[config.mk]
export PLATFORM = sky130hd
export DESIGN_NAME = mips_multicycle_ctrl
export DESIGN_NICKNAME = d
export VERILOG_FILES = /design/src/rtl/mips_multicycle_ctrl.sv
export SDC_FILE = /design/constraint.sdc
export NUM_CORES = 1
export LEC_CHECK = 0
export BUFFER_PORTS_ARGS = -buffer_cell sky130_fd_sc_hd__buf_2
export CAP_MARGIN = 20
export CORE_ASPECT_RATIO = 0.8
export CORE_MARGIN = 8
export CORE_UTILIZATION = 45
export CTS_CLUSTER_DIAMETER = 100
export CTS_CLUSTER_SIZE = 14
export DETAILED_ROUTE_END_ITERATION = 12
export PLACE_DENSITY = 0.8
export SLEW_MARGIN = 20
export SYNTH_ARGS = -nofsm -noshare
export SYNTH_HDL_FRONTEND = slang
export SYNTH_SLANG_ARGS = --single-unit
[constraint.sdc]
create_clock -name clk -period 1.55 [get_ports clk]
set_input_delay 0.2325 -clock clk [delete_from_list [all_inputs] [get_ports clk]]
set_output_delay 0.2325 -clock clk [all_outputs]
set_load 0.02 [all_outputs]
[src/rtl/mips_multicycle_ctrl.sv]
// Multicycle MIPS main control: sequences fetch/decode/execute over a shared datapath,
// stalls on memory via mem_ready and counts retired instructions.
module mips_multicycle_ctrl #(
  parameter int CNT_WIDTH = 32
) (
  input  logic                 clk,
  input  logic                 reset,
  input  logic [5:0]           opcode,
  input  logic [5:0]           funct,
  input  logic                 zero,
  input  logic                 mem_ready,
  output logic                 mem_req,
  output logic                 IorD,
  output logic                 MemWrite,
  output logic                 IRWrite,
  output logic                 RegDst,
  output logic                 MemToReg,
  output logic                 RegWrite,
  output logic                 AluSrcA,
  output logic [1:0]           AluSrcB,
  output logic [2:0]           AluControl,
  output logic [1:0]           PCSrc,
  output logic                 pc_en,
  output logic                 illegal_op,
  output logic [3:0]           state,
  output logic [CNT_WIDTH-1:0] retired
);

  typedef enum logic [3:0] {
    FETCH  = 4'd0,
    DECODE = 4'd1,
    MEMADR = 4'd2,
    MEMRD  = 4'd3,
    MEMWB  = 4'd4,
    MEMWR  = 4'd5,
    EXEC   = 4'd6,
    ALUWB  = 4'd7,
    BRANCH = 4'd8,
    ADDIEX = 4'd9,
    ADDIWB = 4'd10,
    JUMP   = 4'd11
  } stateT;

  localparam logic [5:0] OP_RTYPE = 6'b000000;
  localparam logic [5:0] OP_LW    = 6'b100011;
  localparam logic [5:0] OP_SW    = 6'b101011;
  localparam logic [5:0] OP_BEQ   = 6'b000100;
  localparam logic [5:0] OP_ADDI  = 6'b001000;
  localparam logic [5:0] OP_J     = 6'b000010;

  localparam logic [2:0] ALU_ADD = 3'b010;
  localparam logic [2:0] ALU_SUB = 3'b110;
  localparam logic [2:0] ALU_AND = 3'b000;
  localparam logic [2:0] ALU_OR  = 3'b001;
  localparam logic [2:0] ALU_SLT = 3'b111;

  stateT                stateReg;
  stateT                stateNext;
  logic [CNT_WIDTH-1:0] retiredReg;
  logic                 retireNow;
  logic                 pcWrite;
  logic                 branch;

  always_ff @(posedge clk) begin
    if (reset) begin
      stateReg   <= FETCH;
      retiredReg <= '0;
    end else begin
      stateReg <= stateNext;
      if (retireNow) begin
        retiredReg <= retiredReg + {{(CNT_WIDTH-1){1'b0}}, 1'b1};
      end
    end
  end

  always_comb begin
    stateNext  = stateReg;
    retireNow  = 1'b0;
    pcWrite    = 1'b0;
    branch     = 1'b0;
    mem_req    = 1'b0;
    IorD       = 1'b0;
    MemWrite   = 1'b0;
    IRWrite    = 1'b0;
    RegDst     = 1'b0;
    MemToReg   = 1'b0;
    RegWrite   = 1'b0;
    AluSrcA    = 1'b0;
    AluSrcB    = 2'b00;
    AluControl = 3'b000;
    PCSrc      = 2'b00;
    illegal_op = 1'b0;

    case (stateReg)
      FETCH: begin
        // PC+4 is computed every fetch cycle but only committed when the read completes
        mem_req    = 1'b1;
        AluSrcB    = 2'b01;
        AluControl = ALU_ADD;
        if (mem_ready) begin
          IRWrite   = 1'b1;
          pcWrite   = 1'b1;
          stateNext = DECODE;
        end
      end
      DECODE: begin
        AluSrcB    = 2'b11;
        AluControl = ALU_ADD;
        case (opcode)
          OP_LW, OP_SW: stateNext = MEMADR;
          OP_RTYPE:     stateNext = EXEC;
          OP_BEQ:       stateNext = BRANCH;
          OP_ADDI:      stateNext = ADDIEX;
          OP_J:         stateNext = JUMP;
          default: begin
            illegal_op = 1'b1;
            stateNext  = FETCH;
          end
        endcase
      end
      MEMADR: begin
        AluSrcA    = 1'b1;
        AluSrcB    = 2'b10;
        AluControl = ALU_ADD;
        stateNext  = (opcode == OP_SW) ? MEMWR : MEMRD;
      end
      MEMRD: begin
        mem_req = 1'b1;
        IorD    = 1'b1;
        if (mem_ready) begin
          stateNext = MEMWB;
        end
      end
      MEMWB: begin
        MemToReg  = 1'b1;
        RegWrite  = 1'b1;
        retireNow = 1'b1;
        stateNext = FETCH;
      end
      MEMWR: begin
        // The store retires on the cycle the memory accepts it
        mem_req  = 1'b1;
        IorD     = 1'b1;
        MemWrite = 1'b1;
        if (mem_ready) begin
          retireNow = 1'b1;
          stateNext = FETCH;
        end
      end
      EXEC: begin
        AluSrcA   = 1'b1;
        stateNext = ALUWB;
        case (funct)
          6'b100000: AluControl = ALU_ADD;
          6'b100010: AluControl = ALU_SUB;
          6'b100100: AluControl = ALU_AND;
          6'b100101: AluControl = ALU_OR;
          6'b101010: AluControl = ALU_SLT;
          default: begin
            AluControl = ALU_ADD;
            illegal_op = 1'b1;
            stateNext  = FETCH;
          end
        endcase
      end
      ALUWB: begin
        RegDst    = 1'b1;
        RegWrite  = 1'b1;
        retireNow = 1'b1;
        stateNext = FETCH;
      end
      BRANCH: begin
        AluSrcA    = 1'b1;
        AluControl = ALU_SUB;
        PCSrc      = 2'b01;
        branch     = 1'b1;
        retireNow  = 1'b1;
        stateNext  = FETCH;
      end
      ADDIEX: begin
        AluSrcA    = 1'b1;
        AluSrcB    = 2'b10;
        AluControl = ALU_ADD;
        stateNext  = ADDIWB;
      end
      ADDIWB: begin
        RegWrite  = 1'b1;
        retireNow = 1'b1;
        stateNext = FETCH;
      end
      JUMP: begin
        PCSrc     = 2'b10;
        pcWrite   = 1'b1;
        retireNow = 1'b1;
        stateNext = FETCH;
      end
      default: begin
        stateNext = FETCH;
      end
    endcase

    // Reset silences every control so an abandoned instruction has no side effects
    if (reset) begin
      retireNow  = 1'b0;
      pcWrite    = 1'b0;
      branch     = 1'b0;
      mem_req    = 1'b0;
      IorD       = 1'b0;
      MemWrite   = 1'b0;
      IRWrite    = 1'b0;
      RegDst     = 1'b0;
      MemToReg   = 1'b0;
      RegWrite   = 1'b0;
      AluSrcA    = 1'b0;
      AluSrcB    = 2'b00;
      AluControl = 3'b000;
      PCSrc      = 2'b00;
      illegal_op = 1'b0;
    end
  end

  assign pc_en   = pcWrite | (branch & zero);
  assign state   = stateReg;
  assign retired = retiredReg;

endmodule
# ---- After elaboration in Yosys (flattened, before gate mapping)
# Cells that the tools add are included.
dict set report totals {
  wordCells 83
  inputBits 16
  regBits 36
}
dict set report op_classes {
  addsub 1
  muxes 41
  n_bitwise 2
  eq_ne 24
  n_reduce_logical 13
}
# op count
set ops {}
lappend ops {{equality test 6 bit (second input constant)} 7}
lappend ops {{adder 32 x 1 -> 32 bit (second input constant)} 1}
lappend ops {{one-hot mux 4 bit (7 select lines)} 1}
lappend ops {{2-to-1 mux 1 bit} 24}
lappend ops {{one-hot mux 4 bit (5 select lines)} 1}
lappend ops {{equality test 4 x 3 -> 1 bit (second input constant)} 4}
lappend ops {{equality test 4 bit (second input constant)} 4}
lappend ops {{2-to-1 mux 4 bit} 3}
lappend ops {{one-hot mux 3 bit (4 select lines)} 1}
lappend ops {{OR reduction 5 bit} 2}
lappend ops {{2-to-1 mux 3 bit} 3}
lappend ops {{one-hot mux 3 bit (3 select lines)} 1}
lappend ops {{equality test 4 x 2 -> 1 bit (second input constant)} 2}
lappend ops {{OR reduction 4 bit} 2}
lappend ops {{equality test 6 x 2 -> 1 bit (second input constant)} 1}
lappend ops {{equality test 6 x 3 -> 1 bit (second input constant)} 1}
lappend ops {{equality test 6 x 4 -> 1 bit (second input constant)} 1}
lappend ops {{logical NOT 6 bit} 1}
lappend ops {{!= test 2 bit (second input constant)} 3}
lappend ops {{one-hot mux 1 bit (2 select lines)} 3}
lappend ops {{one-hot mux 2 bit (3 select lines)} 1}
lappend ops {{OR reduction 2 bit} 3}
lappend ops {{OR reduction 3 bit} 2}
lappend ops {{OR reduction 6 bit} 1}
lappend ops {{other kinds (7)} 8}

# ---- Depth between registers and ports, before layout
# Gate-level depths: netlist (run 1).
dict set report logic_depth {
  depth_word 5
  depth_mapped 7
}

# ---- Worst setup path before layout (run 1)
# OpenSTA, ideal clock, no wires.
dict set report synth_timing {
  path_type {reg2out}
  start {reg stateReg[0] (netlist: state[0])}
  end {out pc_en}
  stages_incl_launch_ff 5
  arrival_time_ns 1.915
  slack_ns -0.598
  path_cell_list {dfxtp_1 > buf_4 > or2_2 > nor4_1 > or2_2}
}
dict set report synth_between {
  elab_chain_cells 5
}
# item line
set synth_lines {}
lappend synth_lines {{start, declared} 57} ;# stateT stateReg;
lappend synth_lines {{start signal, assigned} 69} ;# stateReg <= stateNext;
lappend synth_lines {{equality test 4 bit} 94} ;# case (stateReg)
lappend synth_lines {{2-to-1 mux 1 bit} 94}
lappend synth_lines {{2-to-1 mux 1 bit} 203} ;# if (reset) begin
lappend synth_lines {{AND 1 bit} 222} ;# assign pc_en = pcWrite | (branch & zero);
lappend synth_lines {{bitwise OR 1 bit *} 222}
lappend synth_lines {{end, declared} 23} ;# output logic pc_en,
# Every way passes the cells marked *; elsewhere a longest branch is shown, timed or not.

# ---- Worst setup path after layout (run 1)
dict set report layout_timing {
  start {reg stateReg[3] (netlist: state[3])}
  end {out pc_en}
}
# Same word-level chain as after synthesis.

==> results of run 1 <==
worst max-delay path, delay by kind of cell, from the launching register on:
kind	cells	cell delay, ns
buffers and inverters	3	0.38
and+or+nand+nor	3	0.73
DFF	1	0.37
final cells by class:
type / count / area (µm²) / share of cell area
inverter: 11 / 43.8 / 0.0103
clock inverter: 1 / 5.00 / 0.00117
clock buffer: 7 / 76.3 / 0.0179
tap: 62 / 77.6 / 0.0182
multi-input combinational: 232 / 2060 / 0.482
sequential: 36 / 792 / 0.185
timing repair buffer: 156 / 1220 / 0.285
routing by layer:
metal  wire [µm]  up-vias  track usage
li1            -     1371            -
met5           0        -            0
met2        5480      268        0.384
met3        1170       73       0.0596
met1        4150     1528        0.251
met4         600        0        0.116
worst paths after layout:
| kind | depth (start not counted) | startpoint | endpoint | slack, ns |
|---|---|---|---|---|
| worst max-delay path | 6 | state[3] | pc_en | -0.45 |
| worst min register to register | 2 | retired[31] | retired[31] | 0.50 |
| worst min-delay path | 4 | opcode[4] | state[3] | 0.40 |
| worst max register to register | 7 | state[3] | retired[26] | -0.34 |
placed cells by master, fill, tap and decap left out, types with 7 or more instances in the layout:
cell / count
o21ai_0: 8
buf_6: 32
dfxtp_1: 11
or3_1: 7
inv_1: 9
buf_4: 68
dfxtp_2: 9
nand2_1: 16
nand3_1: 8
a21oi_2: 13
nand4_1: 10
nor2_1: 22
nor3_2: 9
buf_2: 51
xnor2_1: 7
dfxtp_4: 16
a21oi_1: 12
per-stage QoR:
step | instances | instance area [µm²] | setup WS [ns] | setup TNS (ns) | power, mW
after floorplan | 289 | 2460 | -0.199 | -2.62 | 1.07
after global placement | 470 | 3270 | -0.209 | -2.32 | 1.16
after detailed placement | 470 | 3270 | -0.222 | -3.36 | 1.17
after CTS | 491 | 3750 | -0.234 | -4.52 | 1.85
after global routing | 505 | 4270 | -0.471 | -10.68 | 1.99
final | 505 | 4270 | -0.452 | -9.01 | 1.94
state kept, by name, indices dropped and copies added, names as in the netlist:
signal and count:
state 4, retired 32
logic make-up (layout without fill, tap and decap cells):
group                      count (synthesis)  after routing  share of synthesized area
DFF                                       36             36                      0.311
xor gates and xnor gates                  15             15                     0.0567
muxes                                      4              4                     0.0211
and+or+nand+nor                          150            151                      0.389
AOI/OAI and AO/OA                         60             61                      0.165
buffers and inverters                     23            175                     0.0519
adders and majority gates                  1              1                    0.00540
what timing repair did:
item | CTS | global route
endpoints found under the setup margin | 42 | 52
endpoints found under the hold margin | 0 | 0
buffers inserted | 10 | 16
hold buffers | 0 | 0
cloned | 3 | 1
pin swaps | 24 | 48
resized for setup | 74 | 98
where the power goes:
| part | total (mW) | leakage [nW] | internal [mW] | switching, mW |
|---|---|---|---|---|
| Sequential | 0.904 | 0.308 | 0.901 | 0.00286 |
| Combinational | 0.361 | 1.48 | 0.155 | 0.206 |
| Clock | 0.677 | 0.0422 | 0.316 | 0.361 |
| Total | 1.94 | 1.83 | 1.37 | 0.571 |
==> out/metrics.csv, run 1 <==
stage,metric,value,unit
logic_synthesis,dominant cell type by area after synthesis,dfxtp_1,
detailed_routing,"antenna viol nets, final",0,
clock_tree,worst-skew pair later-pin latency,0.30,ns
placement,RD Place Congestion,0.883,
logic_synthesis,post-synthesis cell area,2320,µm²
die,core area,4980,µm²
clock_tree,TritonCTS Buffers,5,
worst_hold_path,Hold WC Path Type,in2reg,
final_layout,synthesis-to-finish area growth,84.4,%
clock_tree,CTS max path bufs,2,
worst_setup_path,CP Cell Sequence,buf_12 -> inv_1 -> nand2_1 -> nor4_4 -> or2_4 -> buf_6,
clock_tree,Root Buffer Master,clkbuf_8,
global_routing,initial antenna violation count,0,
global_routing,largest net degree at the start of global routing,22,
global_routing,Global Route Usage Sum,0.225,
worst_setup_path,startpoint class of the critical path,flip-flop,
worst_setup_path,required time worst endpoint,1.32,ns
logic_synthesis,Synth warnings,0,
logic_synthesis,Post-synth top cells,"dfxtp_1 (36), nor2_1 (29), a21oi_1 (25)",
sta,RSZ-0062 raised after global routing,true,
logic_synthesis,asr flop ratio synth,0,
worst_setup_path,Max Fanout on Critical Path,12,
logic_synthesis,Yosys reg bits,36,
logic_synthesis,Synth Net Count,306,
final_layout,fin util,0.858,
worst_setup_path,critical path arrival,1.77,ns
final_layout,nets@finish,459,
die,Die ar.,7710,µm²
logic_synthesis,Synth cell types,60,
outcome,outcome,finished with violations,
detailed_routing,drt pass-1 iters,5,
logic_synthesis,sequential share of the synthesized area,0.311,
clock_tree,H-tree levels,2,
clock_tree,CTS Sinks,36,
sta,post-layout min period,2.00,ns
logic_synthesis,ys flop type,dfxtp_1,
worst_setup_path,CP peak stage delay,0.37,ns
worst_setup_path,crit end category,output port,
sta,Setup-failing EPs final,48,
power_and_ir_drop,Max VDD drop,0.000486,V
clock_tree,TritonCTS clock tree,built,
sta,Final Hold Fails,0,
detailed_routing,vias per inst,6.42,
final_layout,share of layout cells above drive strength 1,0.661,
detailed_routing,DR vias,3240,
die,standard-cell row count,23,
global_routing,vias in the first global route,2952,
final_layout,fillcell total,236,
sta,worst hold margin,0.397,ns
logic_synthesis,Syn Area/Cell,8.01,µm²
logic_synthesis,most area-consuming cells after synthesis,"dfxtp_1 (31%), a21oi_1 (5.4%), nor2_1 (4.7%)",
global_routing,first-pass GRT wire length,13.9,mm
global_routing,total gr overflow,0,
sta,fin worst setup slack,-0.452,ns
final_layout,ant diodes,0,
worst_setup_path,Critical Path Slowest Stage Cell,dfxtp_4,
detailed_routing,DRT iter0 DRCs,314,
logic_synthesis,"count leader, synth",dfxtp_1,
sta,Final Slew Violations,0,
die,Die W,96.2,µm
sta,ratio of final minimum period to clock period,1.29,
power_and_ir_drop,Cell Pwr Density,455,nW/µm²
detailed_routing,Remaining DRCs,0,
die,I/O pins,69,
placement,I/O Buffers,68,
die,starting density of the core,0.465,
sta,Slew headroom,0.595,
worst_setup_path,critical path type,reg2out,
outcome,failing checks,negative setup slack,
power_and_ir_drop,Pleak,1.83,nW
sta,Fmax,0.500,GHz
flow_run,max_cap viols,0,
detailed_routing,Detailed Route WL,11.4,mm
logic_synthesis,top cell type's share of synthesized area,0.311,
die,Die Span Y,80.2,µm
logic_synthesis,Post-Syn Instances,289,
placement,post-DP HPWL,5.44,mm
sta,Final Skew,0.00652,ns
detailed_routing,wire per inst,22.6,µm
sta,Worst-Margin Slew,0.602,ns
clock_tree,Worst-path clk slew,0.07,ns
logic_synthesis,Post-synth EDFFs,0,
Power figures use the tool's default switching activity.
==> run 2: changes to the inputs <==
CORE_UTILIZATION = 48   (was 45)
PLACE_DENSITY = 0.81   (was 0.8)
clock period = 2.4 ns   (was 1.55 ns; I/O delays follow)
==> run 2 against run 1 <==
  * The run now ends clean
  * Worst setup slack improved by 0.68 ns
  * Die area is 5.1% lower
  * Sequential cell count is the same
  * First-iteration DRC count is 54% lower
  * Critical path depth unchanged
  * Clock skew is 0.0010 ns lower
  * Register-to-register slack improved by 0.61 ns
  * Count of clock-buffer cells in the layout shrank 1
  * Clock power decreased by 34%
  * Final cell count is 17% lower
  * Critical path type unchanged
  * Critical endpoint unchanged
==> out/metrics.csv, run 2 (synthesis gave the netlist of run 1 again) <==
stage,metric,value,unit
power_and_ir_drop,P_sw,0.294,mW
worst_setup_path,crit end category,output port,
clock_tree,TritonCTS Buffers,5,
final_layout,"commonest non-fill, non-tap cells in the layout","buf_2 (68), dfxtp_1 (36), nor2_1 (29)",
worst_setup_path,FF-to-FF End,retired[29],
final_layout,"most common cell after layout, fill and taps aside",buf_2,
sta,post-layout min period,2.17,ns
worst_hold_path,Hold WC Path Type,in2reg,
die,core area,4620,µm²
global_routing,total gr overflow,0,
worst_setup_path,reg2reg path depth,5,
clock_tree,worst-skew pair later-pin latency,0.29,ns
detailed_routing,DRT iter0 DRCs,144,
detailed_routing,Detailed Route WL,6.14,mm
die,Die Span Y,78.1,µm
power_and_ir_drop,Cell Pwr Density,418,nW/µm²
global_routing,largest net degree at the start of global routing,37,
sta,Final Hold Fails,0,
die,I/O pins,69,
clock_tree,CTS max path bufs,2,
global_routing,first-pass GRT wire length,10.2,mm
sta,RSZ-0062 raised after global routing,false,
detailed_routing,drt pass-1 iters,5,
sta,worst hold margin,0.441,ns
die,starting density of the core,0.501,
placement,RD Place Congestion,0.887,
power_and_ir_drop,total power,1.17,mW
detailed_routing,"antenna viol nets, final",0,
power_and_ir_drop,Max VDD drop,0.000355,V
detailed_routing,wire per inst,14.7,µm
clock_tree,hold_buf cts,0,
final_layout,fin util,0.603,
sta,Fmax,0.461,GHz
worst_setup_path,reg2reg start,state[0],
power_and_ir_drop,Gate power share,0.101,
detailed_routing,Remaining DRCs,0,
power_and_ir_drop,Pleak,1.14,nW
worst_setup_path,r2r setup slk,0.27,ns
global_routing,vias in the first global route,2242,
clock_tree,setup bufs post-CTS,0,
power_and_ir_drop,Cell Int Power,0.872,mW
die,Die W,93.7,µm
final_layout,max reg flops,32,
sta,ratio of final minimum period to clock period,0.904,
detailed_routing,DR vias,2385,
outcome,outcome,finished clean,
sta,Slew headroom,0.510,
worst_hold_path,Hold Crit Endpoint,state[2],
sta,Final Slew Violations,0,
placement,I/O Buffers,68,
global_routing,Global Route Usage Sum,0.167,
clock_tree,H-tree levels,2,
die,standard-cell row count,22,
worst_setup_path,critical path arrival,1.81,ns
detailed_routing,vias per inst,5.69,
final_layout,nets@finish,375,
clock_tree,Worst-path clk slew,0.07,ns
power_and_ir_drop,share of total power in the clock network,0.380,
clock_tree,Post-CTS Resized,0,
final_layout,ant diodes,0,
power_and_ir_drop,Reg power frac,0.518,
final_layout,synthesis-to-finish area growth,20.5,%
clock_tree,TritonCTS clock tree,built,
placement,Inst Count DP,411,
sta,Setup-failing EPs final,0,
final_layout,share of layout cells above drive strength 1,0.295,
placement,post-DP HPWL,4.72,mm
final_layout,post-route insts no fill,419,
worst_setup_path,startpoint class of the critical path,flip-flop,
sta,final setup TNS,0,ns
global_routing,initial antenna violation count,0,
worst_setup_path,Max Fanout on Critical Path,12,
power_and_ir_drop,Sw Share,0.252,
worst_setup_path,required time worst endpoint,2.04,ns
worst_hold_path,Worst Hold Launch,mem_ready,
sta,Final Skew,0.00552,ns
flow_run,max_cap viols,0,
clock_tree,CTS Sinks,36,
die,Die ar.,7320,µm²
worst_hold_path,WHS Path Cells,3,
worst_setup_path,critical path type,reg2out,
clock_tree,Root Buffer Master,clkbuf_8,
sta,Worst-Margin Slew,0.736,ns
[run 2: critical path, stage by stage (launching register included)]
cell and delay [ns]:
dfxtp_1 0.55, inv_1 0.19, and3_1 0.19, a21oi_1 0.11, nor3_1 0.06, or2_2 0.26
buf_2 0.16
[run 2: metrics by stage]
step / area, µm² / setup WS (ns)
finish: 2790 / 0.230
global route: 2790 / 0.0736
CTS: 2790 / 0.241
detailed placement: 2700 / 0.304
global placement: 2700 / 0.382
floorplan: 2320 / 0.125
[run 2: power by group through the flow]
stage	registers, mW	clock network, mW	logic (mW)
after global placement	0.617	0	0.115
after global routing	0.605	0.485	0.129
final	0.604	0.444	0.118
after CTS	0.604	0.456	0.118
after floorplan	0.617	0	0.0801
after detailed placement	0.618	0	0.118
[run 2: worst max-delay path by stage]
stage	startpoint	end	slack [ns]
finish	state[0]	pc_en	0.23
global route	state[0]	retired[12]	0.07
detailed placement	state[0]	retired[29]	0.30
floorplan	state[0]	pc_en	0.12
global placement	state[0]	retired[29]	0.38
CTS	state[0]	pc_en	0.24
[run 2: cell type report]
type                    count  area, µm²
multi-input cells         230       1480
flip-flops and latches     36        721
fillers                   449       1830
clock inverters             2       10.0
repair buffers             74        385
well taps                  60       75.1
clock buffers               6       82.6
inverters                  11       41.3
[run 2: per-layer routing]
| layer | up-vias | share of wire | routed length [µm] | track usage |
|---|---|---|---|---|
| li1 | 1211 | - | - | - |
| met1 | 1101 | 0.48 | 2920 | 0.216 |
| met2 | 67 | 0.44 | 2700 | 0.256 |
| met3 | 6 | 0.073 | 450 | 0.0475 |
| met4 | 0 | 0.010 | 63 | 0.0648 |
| met5 | - | 0 | 0 | 0 |
==> run 3: changes to the inputs <==
RECOVER_POWER = 50   (was default)
==> run 3 against run 2 <==
  * Sequential share of layout area rose by 0.50 points
  * Combinational power about the same
  * Sequential cell count is the same
  * Global-route usage did not move
  * Critical path depth unchanged
  * Count of clock-buffer cells in the layout stayed put
  * Register-to-register slack is essentially flat
  * Die area unchanged
  * Via count about the same
  * Clock power barely moved
  * Critical endpoint unchanged
==> out/metrics.csv, run 3 (synthesis gave the netlist of run 1 again) <==
stage,metric,value,unit
final_layout,ant diodes,0,
worst_setup_path,worst path bufs/invs,2,
detailed_routing,wire per inst,14.7,µm
worst_setup_path,largest delay contributor family on the critical path,flip-flops,
worst_setup_path,critical path arrival,1.80,ns
flow_run,max_cap viols,0,
clock_tree,TritonCTS clock tree,built,
final_layout,nets@finish,375,
placement,post-DP HPWL,4.72,mm
sta,Worst-Margin Slew,0.716,ns
worst_hold_path,Hold WC Path Type,in2reg,
worst_setup_path,CP Cell Sequence,inv_1 -> and3_1 -> a21oi_1 -> nor3_1 -> or2_2 -> buf_2,
final_layout,"most common cell after layout, fill and taps aside",clkbuf_1,
placement,dpl cell area,2700,µm²
sta,Fmax,0.462,GHz
global_routing,largest net degree at the start of global routing,37,
final_layout,share of layout cells above drive strength 1,0.184,
die,starting density of the core,0.501,
worst_setup_path,Critical Path Slowest Stage Cell,dfxtp_1,
worst_setup_path,crit end category,output port,
sta,Final Slew Violations,0,
placement,I/O Buffers,68,
worst_setup_path,required time worst endpoint,2.04,ns
sta,Final Skew,0.00515,ns
sta,worst hold margin,0.439,ns
worst_setup_path,Max Fanout on Critical Path,12,
global_routing,first-pass GRT wire length,10.2,mm
final_layout,synthesis-to-finish area growth,18.2,%
global_routing,initial antenna violation count,0,
power_and_ir_drop,Max VDD drop,0.000349,V
sta,fin worst setup slack,0.236,ns
clock_tree,TritonCTS Buffers,5,
worst_setup_path,critical path type,reg2out,
detailed_routing,Detailed Route WL,6.15,mm
sta,post-layout min period,2.16,ns
power_and_ir_drop,Cell Pwr Density,425,nW/µm²
clock_tree,worst-skew pair later-pin latency,0.29,ns
clock_tree,CTS Sinks,36,
detailed_routing,DRT iter0 DRCs,163,
die,Die Span Y,78.1,µm
power_and_ir_drop,Pleak,0.971,nW
clock_tree,Worst-path clk slew,0.07,ns
die,core area,4620,µm²
detailed_routing,"antenna viol nets, final",0,
clock_tree,Root Buffer Master,clkbuf_8,
outcome,outcome,finished clean,
global_routing,Global Route Usage Sum,0.167,
clock_tree,Post-CTS Resized,0,
sta,final setup TNS,0,ns
worst_setup_path,CP peak stage delay,0.55,ns
clock_tree,H-tree levels,2,
placement,RD Place Congestion,0.887,
die,Die ar.,7320,µm²
final_layout,max reg flops,32,
detailed_routing,DR vias,2384,
final_layout,"commonest non-fill, non-tap cells in the layout","clkbuf_1 (38), dfxtp_1 (36), buf_2 (30)",
die,standard-cell row count,22,
detailed_routing,drt pass-1 iters,5,
sta,RSZ-0062 raised after global routing,false,
clock_tree,setup bufs post-CTS,0,
die,I/O pins,69,
clock_tree,hold_buf cts,0,
global_routing,total gr overflow,0,
sta,Slew headroom,0.522,
sta,Final Hold Fails,0,
sta,ratio of final minimum period to clock period,0.902,
worst_setup_path,startpoint class of the critical path,flip-flop,
clock_tree,CTS max path bufs,2,
detailed_routing,vias per inst,5.69,
placement,post-place setup slack,0.304,ns
global_routing,vias in the first global route,2242,
die,Die W,93.7,µm
detailed_routing,Remaining DRCs,0,
final_layout,design area,2740,µm²
sta,Setup-failing EPs final,0,
[run 3: cell count changes in the layout (fill, tap and decap cells not counted), sizes merged]
cell	before	now
buf	74	36
clkbuf	6	44
[run 3: report_power, final]
| part | internal [mW] | leakage, nW | switching (mW) | total, mW |
|---|---|---|---|---|
| Clock | 0.229 | 0.0510 | 0.214 | 0.443 |
| Combinational | 0.0425 | 0.630 | 0.0736 | 0.116 |
| Sequential | 0.599 | 0.290 | 0.00518 | 0.604 |
| Total | 0.870 | 0.971 | 0.293 | 1.16 |
[run 3: stage by stage]
stage,std cells,power (mW),utilization
6_report,419,1.16,0.592
4_1_cts,419,1.18,0.603
2_1_floorplan,289,0.697,-
5_1_grt,419,1.22,0.592
3_3_place_gp,411,0.733,0.583
3_5_place_dp,411,0.735,0.583
[run 3: routing by layer]
layer | track usage | routed length [µm]
met5 | 0 | 0
met4 | 0.0648 | 61
met3 | 0.0475 | 446
met2 | 0.256 | 2720
met1 | 0.216 | 2930
[run 3: tightest hold or removal path, stage by stage]
cell	delay (ns)
buf_2	0.11
inv_1	0.07
o2bb2ai_1	0.13
[run 3: path summary, 6_finish.rpt]
| check | startpoint | end | slack [ns] | cells past startpoint |
|---|---|---|---|---|
| worst max-delay path | state[0] | pc_en | 0.24 | 6 |
| worst min-delay path | mem_ready | state[2] | 0.44 | 3 |
| worst max register to register | state[0] | retired[29] | 0.26 | 5 |
| worst min register to register | retired[31] | retired[31] | 0.49 | 2 |
[run 3: cell type report]
type	instances	area (µm²)
fill	471	1890
multi-input combinational	230	1470
sequential	36	721
timing repair buffer	74	338
clock buffer	6	82.6
tap	60	75.1
inverter	11	41.3
clock inverter	2	10.0
